===== config.mk =====
export PLATFORM = sky130hd
export DESIGN_NAME = adc_capture_gate
export DESIGN_NICKNAME = d
export VERILOG_FILES = /design/src/rtl/adc_capture_gate.sv
export SDC_FILE = /design/constraint.sdc
export NUM_CORES = 2
export LEC_CHECK = 0
export BUFFER_PORTS_ARGS = -buffer_cell sky130_fd_sc_hd__clkbuf_2
export CORE_MARGIN = 4
export CORE_UTILIZATION = 66
export CTS_CLUSTER_DIAMETER = 100
export CTS_CLUSTER_SIZE = 30
export DETAILED_ROUTE_END_ITERATION = 10
export PLACE_DENSITY = 0.84
export SYNTH_ARGS = -nofsm -noshare
export SYNTH_HDL_FRONTEND = slang
export SYNTH_SLANG_ARGS = --single-unit

===== constraint.sdc =====
create_clock -name aclk -period 22.7 [get_ports aclk]
set_input_delay 2.27 -clock aclk [delete_from_list [all_inputs] [get_ports aclk]]
set_output_delay 2.27 -clock aclk [all_outputs]
set_load 0.01 [all_outputs]

===== src/rtl/adc_capture_gate.sv =====
// adc_capture_gate: arm/trigger gate forwarding NBEATS ADC beats into a small output FIFO.
// Optional threshold trigger: define ADC_CAPTURE_THRESHOLD_TRIGGER_EN.
module adc_capture_gate #(
    parameter int NBEATS          = 1024,
    parameter int FIFO_DEPTH_LOG2 = 4
) (
    input  logic         aclk,
    input  logic         aclk_rst,
    input  logic [127:0] s_axis_tdata,
    input  logic         s_axis_tvalid,
    output logic         s_axis_tready,
    output logic [127:0] m_axis_tdata,
    output logic         m_axis_tvalid,
    input  logic         m_axis_tready,
    input  logic         arm_i,
    input  logic         trig_i,
    input  logic [15:0]  threshold_i,
    output logic         armed_o,
    output logic         busy_o,
    output logic         done_o,
    output logic         overflow_o,
    output logic [15:0]  beat_count_o
);
    localparam int AW = FIFO_DEPTH_LOG2;
    localparam int DEPTH = 1 << AW;
    localparam logic [15:0] LAST = 16'(NBEATS);

    typedef enum logic [2:0] {IDLE, ARMED, CAPTURE, FLUSH, DONE} state_t;
    state_t state, state_n;

    logic [127:0] in_data;
    logic         in_valid, in_trig, pend, hit, armed, clr, take;
    logic [127:0] mem [DEPTH];
    logic [AW-1:0] wr_ptr, rd_ptr;
    logic [AW:0]  fill;
    logic         full, empty, push, pop;
    logic [15:0]  count_n;

`ifdef ADC_CAPTURE_THRESHOLD_TRIGGER_EN
    logic [7:0] over;
    for (genvar i = 0; i < 8; i++) begin : g_mag
        logic [15:0] s, mag;
        assign s = s_axis_tdata[16*i +: 16];
        assign mag = s[15] ? ((s == 16'h8000) ? 16'h7fff : -s) : s;
        assign over[i] = mag >= threshold_i;
    end
    assign hit = |over;
`else
    logic unused_thr;
    assign unused_thr = ^threshold_i;
    assign hit = 1'b0;
`endif

    assign armed = state == ARMED;
    assign s_axis_tready = 1'b1;

    // A trigger only counts while armed; a beatless trigger waits for the next beat.
    always_ff @(posedge aclk) begin
        if (aclk_rst) begin
            in_data  <= '0;
            in_valid <= 1'b0;
            in_trig  <= 1'b0;
            pend     <= 1'b0;
        end else begin
            in_data  <= s_axis_tdata;
            in_valid <= s_axis_tvalid;
            in_trig  <= s_axis_tvalid & (pend | (armed & (trig_i | hit)));
            pend     <= armed & ~s_axis_tvalid & (pend | trig_i);
        end
    end

    assign take    = in_valid & ((state == CAPTURE) | (armed & in_trig));
    assign full    = fill == (AW+1)'(DEPTH);
    assign empty   = fill == '0;
    assign push    = take & ~full;
    assign pop     = ~empty & m_axis_tready;
    assign count_n = beat_count_o + 16'd1;

    always_comb begin
        clr     = arm_i & ((state == IDLE) | (state == FLUSH) | (state == DONE));
        state_n = state;
        if (clr)
            state_n = ARMED;
        else if (take)
            state_n = (count_n == LAST) ? FLUSH : CAPTURE;
        else if ((state == FLUSH) && empty)
            state_n = DONE;
    end

    always_ff @(posedge aclk) begin
        if (aclk_rst) begin
            state        <= IDLE;
            beat_count_o <= '0;
            overflow_o   <= 1'b0;
        end else begin
            state <= state_n;
            if (clr) begin
                beat_count_o <= '0;
                overflow_o   <= 1'b0;
            end else if (take) begin
                beat_count_o <= count_n;
                overflow_o   <= overflow_o | full;
            end
        end
    end

    always_ff @(posedge aclk) begin
        if (push)
            mem[wr_ptr] <= in_data;
    end

    always_ff @(posedge aclk) begin
        if (aclk_rst) begin
            wr_ptr <= '0;
            rd_ptr <= '0;
            fill   <= '0;
        end else begin
            wr_ptr <= wr_ptr + AW'(push);
            rd_ptr <= rd_ptr + AW'(pop);
            fill   <= fill + (AW+1)'(push) - (AW+1)'(pop);
        end
    end

    assign m_axis_tvalid = ~empty;
    assign m_axis_tdata  = empty ? '0 : mem[rd_ptr];
    assign armed_o       = armed;
    assign busy_o        = (state == CAPTURE) | (state == FLUSH);
    assign done_o        = state == DONE;
endmodule


# After elaboration in Yosys (flattened, before gate mapping)

Memories as Yosys holds them, arrays and structs flattened. A register that Yosys moved wholly into a read port is not among the register bits.
Cells that the tools add are included.

Equality and inequality tests: 6
Bitwise gates (word level): 19
Reduce and logical (&&, ||, !) cells: 6
Magnitude comparators: 0
Add/subtract/negate cells: 5
Multiply operators: 0
Div/mod/pow operators: 0
Mux-type cells: 8
Shift-type cells: 0

Operators with widths:

| kind                    | number |
|---|---|
| $mux W128               | 1 |
| $add A16 B1 Y16 const B | 1 |
| $eq A16 B11 Y1 const B  | 1 |
| $and A1 B1 Y1           | 9 |
| $add A4 B1 Y4           | 2 |
| $or A1 B1 Y1            | 7 |
| $eq A3 B2 Y1 const B    | 2 |
| $mux W3                 | 2 |
| $add A5 B1 Y5           | 1 |
| $eq A5 B5 Y1 const B    | 1 |
| $logic_not A5 Y1        | 1 |
| $sub A5 B1 Y5           | 1 |
| $mux W1                 | 4 |
| $mux W4                 | 1 |
| $eq A3 B1 Y1 const B    | 1 |
| $eq A3 B3 Y1 const B    | 1 |
| $logic_not A3 Y1        | 1 |
| $not A1 Y1              | 3 |
| $reduce_bool A3 Y1      | 1 |
| $reduce_bool A2 Y1      | 1 |
| $reduce_or A2 Y1        | 1 |
| $logic_and A1 B1 Y1     | 1 |

Memory bits (read-only): 0
Bits in registers: 164
Bits in latches: 0
Output and inout port bits: 150
Memory bits (writable): 2048
Memories kept: 1
Word-level logic and storage cells: 56

Memories:

| name | depth | width | read ports | clocked after memory_dff | write ports | line | text |
|---|---|---|---|---|---|---|---|
| mem  | 16    | 128   | 1          | 1                        | 1           | 33   | `logic [127:0] mem [DEPTH];` |

# Logic depth before layout (Yosys ltp)

Depth after elaboration: 7
Mapped depth: 14
Gate-level depth less buffers: 13

# Least setup slack after synthesis

No wires, ideal clock.

Kind: flip-flop to flip-flop
Start point: register state[0]
End point: memory mem[0][0] (enable)
Stages on the path, launching flop included: 5
Path slack: 11.974 ns
Path buffers: 0
Arrival: 9.954 ns
Cells stage by stage: dfxtp_1 nand2b_1 a21o_1 or4_1 nor3_1

Word-level cells in the longest chain between the ends: 7

RTL lines:

| item                            | line | text |
|---|---|---|
| from (decl)                     | 29   | `state_t state, state_n;` |
| from (signal assigned)          | 96   | `state <= state_n;` |
| $eq A3 B1 Y1                    | 54   | `assign armed = state == ARMED;` |
| $and A1 B1 Y1                   | 72   | `assign take = in_valid & ((state == CAPTURE) \| (armed & in_trig));` |
| $or A1 B1 Y1 *                  | 72   |  |
| $and A1 B1 Y1 *                 | 72   |  |
| $and A1 B1 Y1 *                 | 75   | `assign push = take & ~full;` |
| $mux W1 *                       | 108  | `if (push)` |
| $mux W1 (implied by the code) * | 109  | `mem[wr_ptr] <= in_data;` |
| to (decl)                       | 33   |  |

Every way passes the cells marked *; elsewhere a longest branch is shown, timed or not.

==> impl_metrics.yaml <==
clocking:
  post_cts_buffers: 0
  insertion_delay_ns: 0.72
  cts_max_level: 3
  post_cts_resized: 0
  cts_buffers: 84
  clkSinkCount: 2212
  cts.hold.buffers_added: 0
  clockRootBuffer: "clkbuf_16"
  cts_tree: "done"
  cts_buffer_depth: 3
  path_clk_slew_ns: 0.11
synthesis:
  synth_xor_area_frac: 0.00264
  synth_nets: 3657
  synth.area.mux_share: 0.174
  ys_types: 46
  synth_compound_area_frac: 0.00207
  ys_warn_count: 0
  syn_area_um2: 82900
  ys_ff_latch: 2212
  synth_adder_area_share: 0.00205
  synth.avg_cell_area_um2: 23.7
  synth-simple-area-share: 0.0271
  synthCells: 3494
  synth_top_family_by_area: "multiplexers"
  seq_area_frac_synth: 0.782
hold_path:
  hold_class: "flip-flop to flip-flop"
timing:
  finalSetupTns_ns: 0
  rsz0062_at_grt: "false"
  fin_worst_skew_ns: 0.0327
  setup_viol: 0
  tightest_slew_ns: 1.14
  holdWs_ns: 0.498
  max-slew-margin-rel: 0.243
  slew_viol_final: 0
  clock.fmax_ghz: 0.126
  period_share: 0.349
  period_minus_slack_ns: 7.92
  hold_violations: 0
power_and_ir_drop:
  seqPwrFrac: 0.559
  p_leak_uw: 0.0273
  clkPwrFrac: 0.234
  switchingPower_uw: 2040
  intPower_uw: 6070
  peakVddDrop_mv: 0.0829
  switching_share: 0.251
  power_frac_comb: 0.207
  power_density_nw_per_um2: 91.3
floorplanning:
  die_h_um: 362
  rows: 129
  start_util: 0.667
  coreArea_um2: 124000
  die_w_um: 362
  die-area_um2: 131000
  pin_count: 300
global_route:
  grt_max_degree: 177
  grt_pass1_wl_um: 272000
  grt_pass1_vias: 39300
  antenna_found_initial: 5
  overflow: 0
  grt_use_total: 0.288
route:
  dr.pass1.iters: 5
  dr_wl_met2_um: 93900
  drtAntennaViolNets: 0
  drt-wirelength-per-cell_um: 33.8
  dr_total_vias: 37800
  wl_met3_um: 19600
  wl_met1_um: 64500
  totalWireLength_um: 184000
  drcViolationCount: 0
  drt_iter0_drc: 5575
  highest_layer: "met5"
  via_per_inst: 6.93
placement:
  portBuffers: 282
  gp_congestion: 0.750
  hpwl_um: 90100
cells_and_area:
  multi_input_area_um2: 17300
  drive_above_1_share: 0.290
  fillers: 6760
  num-nets-final: 3907
  syn2layout_area_growth_pct: 7.14
  regArea_um2: 64800
setup_path:
  critPathKind: "flip-flop to primary output"
  critPathArrivalTime_ns: 5.65
  end_kind: "primary output"
  rrSetupSlack_ns: 18.50
  crit_path_start_kind: "flip-flop"
  crit_fanout: 106
  cp.required_ns: 20.43
flow_run:
  maxCapViolCount: 0
run_status:
  status: "finished, final reports clean"
[kinds of logic (layout without fill, tap and decap cells)]
| group | Yosys count | count (layout) |
|---|---|---|
| fa+ha+maj | 13 | 13 |
| mux | 641 | 641 |
| xor+xnor | 25 | 25 |
| flops | 2212 | 2212 |
| simple gates | 383 | 383 |
| other cells | 1 | 3 |
| buf+inv | 193 | 507 |
| compound gates | 26 | 26 |
[worst paths after layout]
path	startpoint	end	cells past startpoint
min reg2reg	pend	pend	2
max reg2reg	state[0]	mem[8][96]	6
min	pend	pend	2
max	rd_ptr[0]	m_axis_tdata[39]	7
[per-layer routing]
| layer | track usage | up-vias |
|---|---|---|
| li1 | - | 15000 |
| met1 | 0.415 | 19900 |
| met2 | 0.473 | 2564 |
| met3 | 0.0426 | 335 |
| met4 | 0.0881 | 4 |
| met5 | 0 | - |
[worst max-delay path, cell delays in order, from the launching register on]
cell and delay (ns):
dfxtp_4 0.85, buf_12 0.69, buf_4 0.87, buf_4 0.91
mux4_2 0.63, mux4_2 0.48, and2_1 0.23, clkbuf_2 0.15
[stage by stage]
stage | instance area, um2 | std cells | setup WS, ns | utilization | power (uW)
6_report | 88800 | 5447 | 14.78 | 0.715 | 8110
4_1_cts | 88800 | 5445 | 14.49 | 0.715 | 8160
3_5_place_dp | 86300 | 5295 | 15.35 | 0.694 | 6310
5_1_grt | 88800 | 5446 | 14.17 | 0.715 | 8440
3_3_place_gp | 86300 | 5295 | 15.35 | 0.694 | 6280
2_1_floorplan | 82900 | 3494 | 11.97 | - | 5820
[layout make-up]
cell class / instances / share of cell area
Clock inverter: 4 / 0.000803
Clock buffer: 146 / 0.0275
Multi-Input combinational cell: 1089 / 0.195
Inverter: 9 / 0.000409
Antenna cell: 2 / 0.0000564
Timing Repair Buffer: 348 / 0.0232
Tap cell: 1637 / 0.0231
Sequential cell: 2212 / 0.730
[cell usage in the layout, fill, tap and decap left out, drive strengths merged, types with 12 or more instances in the layout]
cell type | synthesis | routed
and2 | 131 | 131
buf | 81 | 67
clkbuf | 103 | 427
dfxtp | 164 | 164
edfxtp | 2048 | 2048
ha | 12 | 12
mux4 | 640 | 640
nand3 | 13 | 13
nor2 | 47 | 47
nor2b | 139 | 139
xor2 | 14 | 14
[flip-flops by register name (all words and copies together), names as in the netlist]
signal / flops
pend: 1
in_valid: 1
fill: 5
wr_ptr: 4
mem: 2048
overflow_o: 1
state: 3
rd_ptr: 4
in_trig: 1
in_data: 128
beat_count_o: 16
[cells in the mapped netlist (all sizes together)]
master	number	area, um2
mux2i	1	10.0
o2111ai	1	8.76
nor3b	2	15.0
a21oi	8	40.0
buf	81	454
or4	2	15.0
ha	12	150
dfxtp	164	3280
nor2b	139	870
xnor2	11	96.3
nor4b	2	17.5
nand3	13	65.1
a211oi	2	15.0
conb	1	3.75
and2	131	820
nor3	9	45.0
nand4	8	50.1
nand2	11	41.3
a211o	1	8.76
or2	1	6.26
and3	1	6.26
mux4	640	14400
nor4bb	1	10.0
nand4b	1	8.76
o21ai	5	25.0
and4	1	8.76
xor2	14	123
o31ai	1	7.51
clkbuf	103	387
or3	4	25.0
nand3b	3	22.5
a21o	3	22.5
nand2b	6	37.5
o32ai	1	8.76
inv	9	33.8
nor4	1	6.26
edfxtp	2048	61500
a31oi	1	6.26
a2111o	1	11.3
o211ai	1	7.51
o311a	1	10.0
nor2	47	176
fa	1	20.0
[power groups by stage]
stage | clock [uW] | combinational, uW | sequential (uW)
after floorplan | 0 | 1240 | 4580
after global placement | 0 | 1660 | 4620
after detailed placement | 0 | 1680 | 4630
after CTS | 1920 | 1710 | 4540
after global routing | 2100 | 1790 | 4550
final | 1900 | 1680 | 4540
Note: power is estimated with default switching activity, not from simulation.
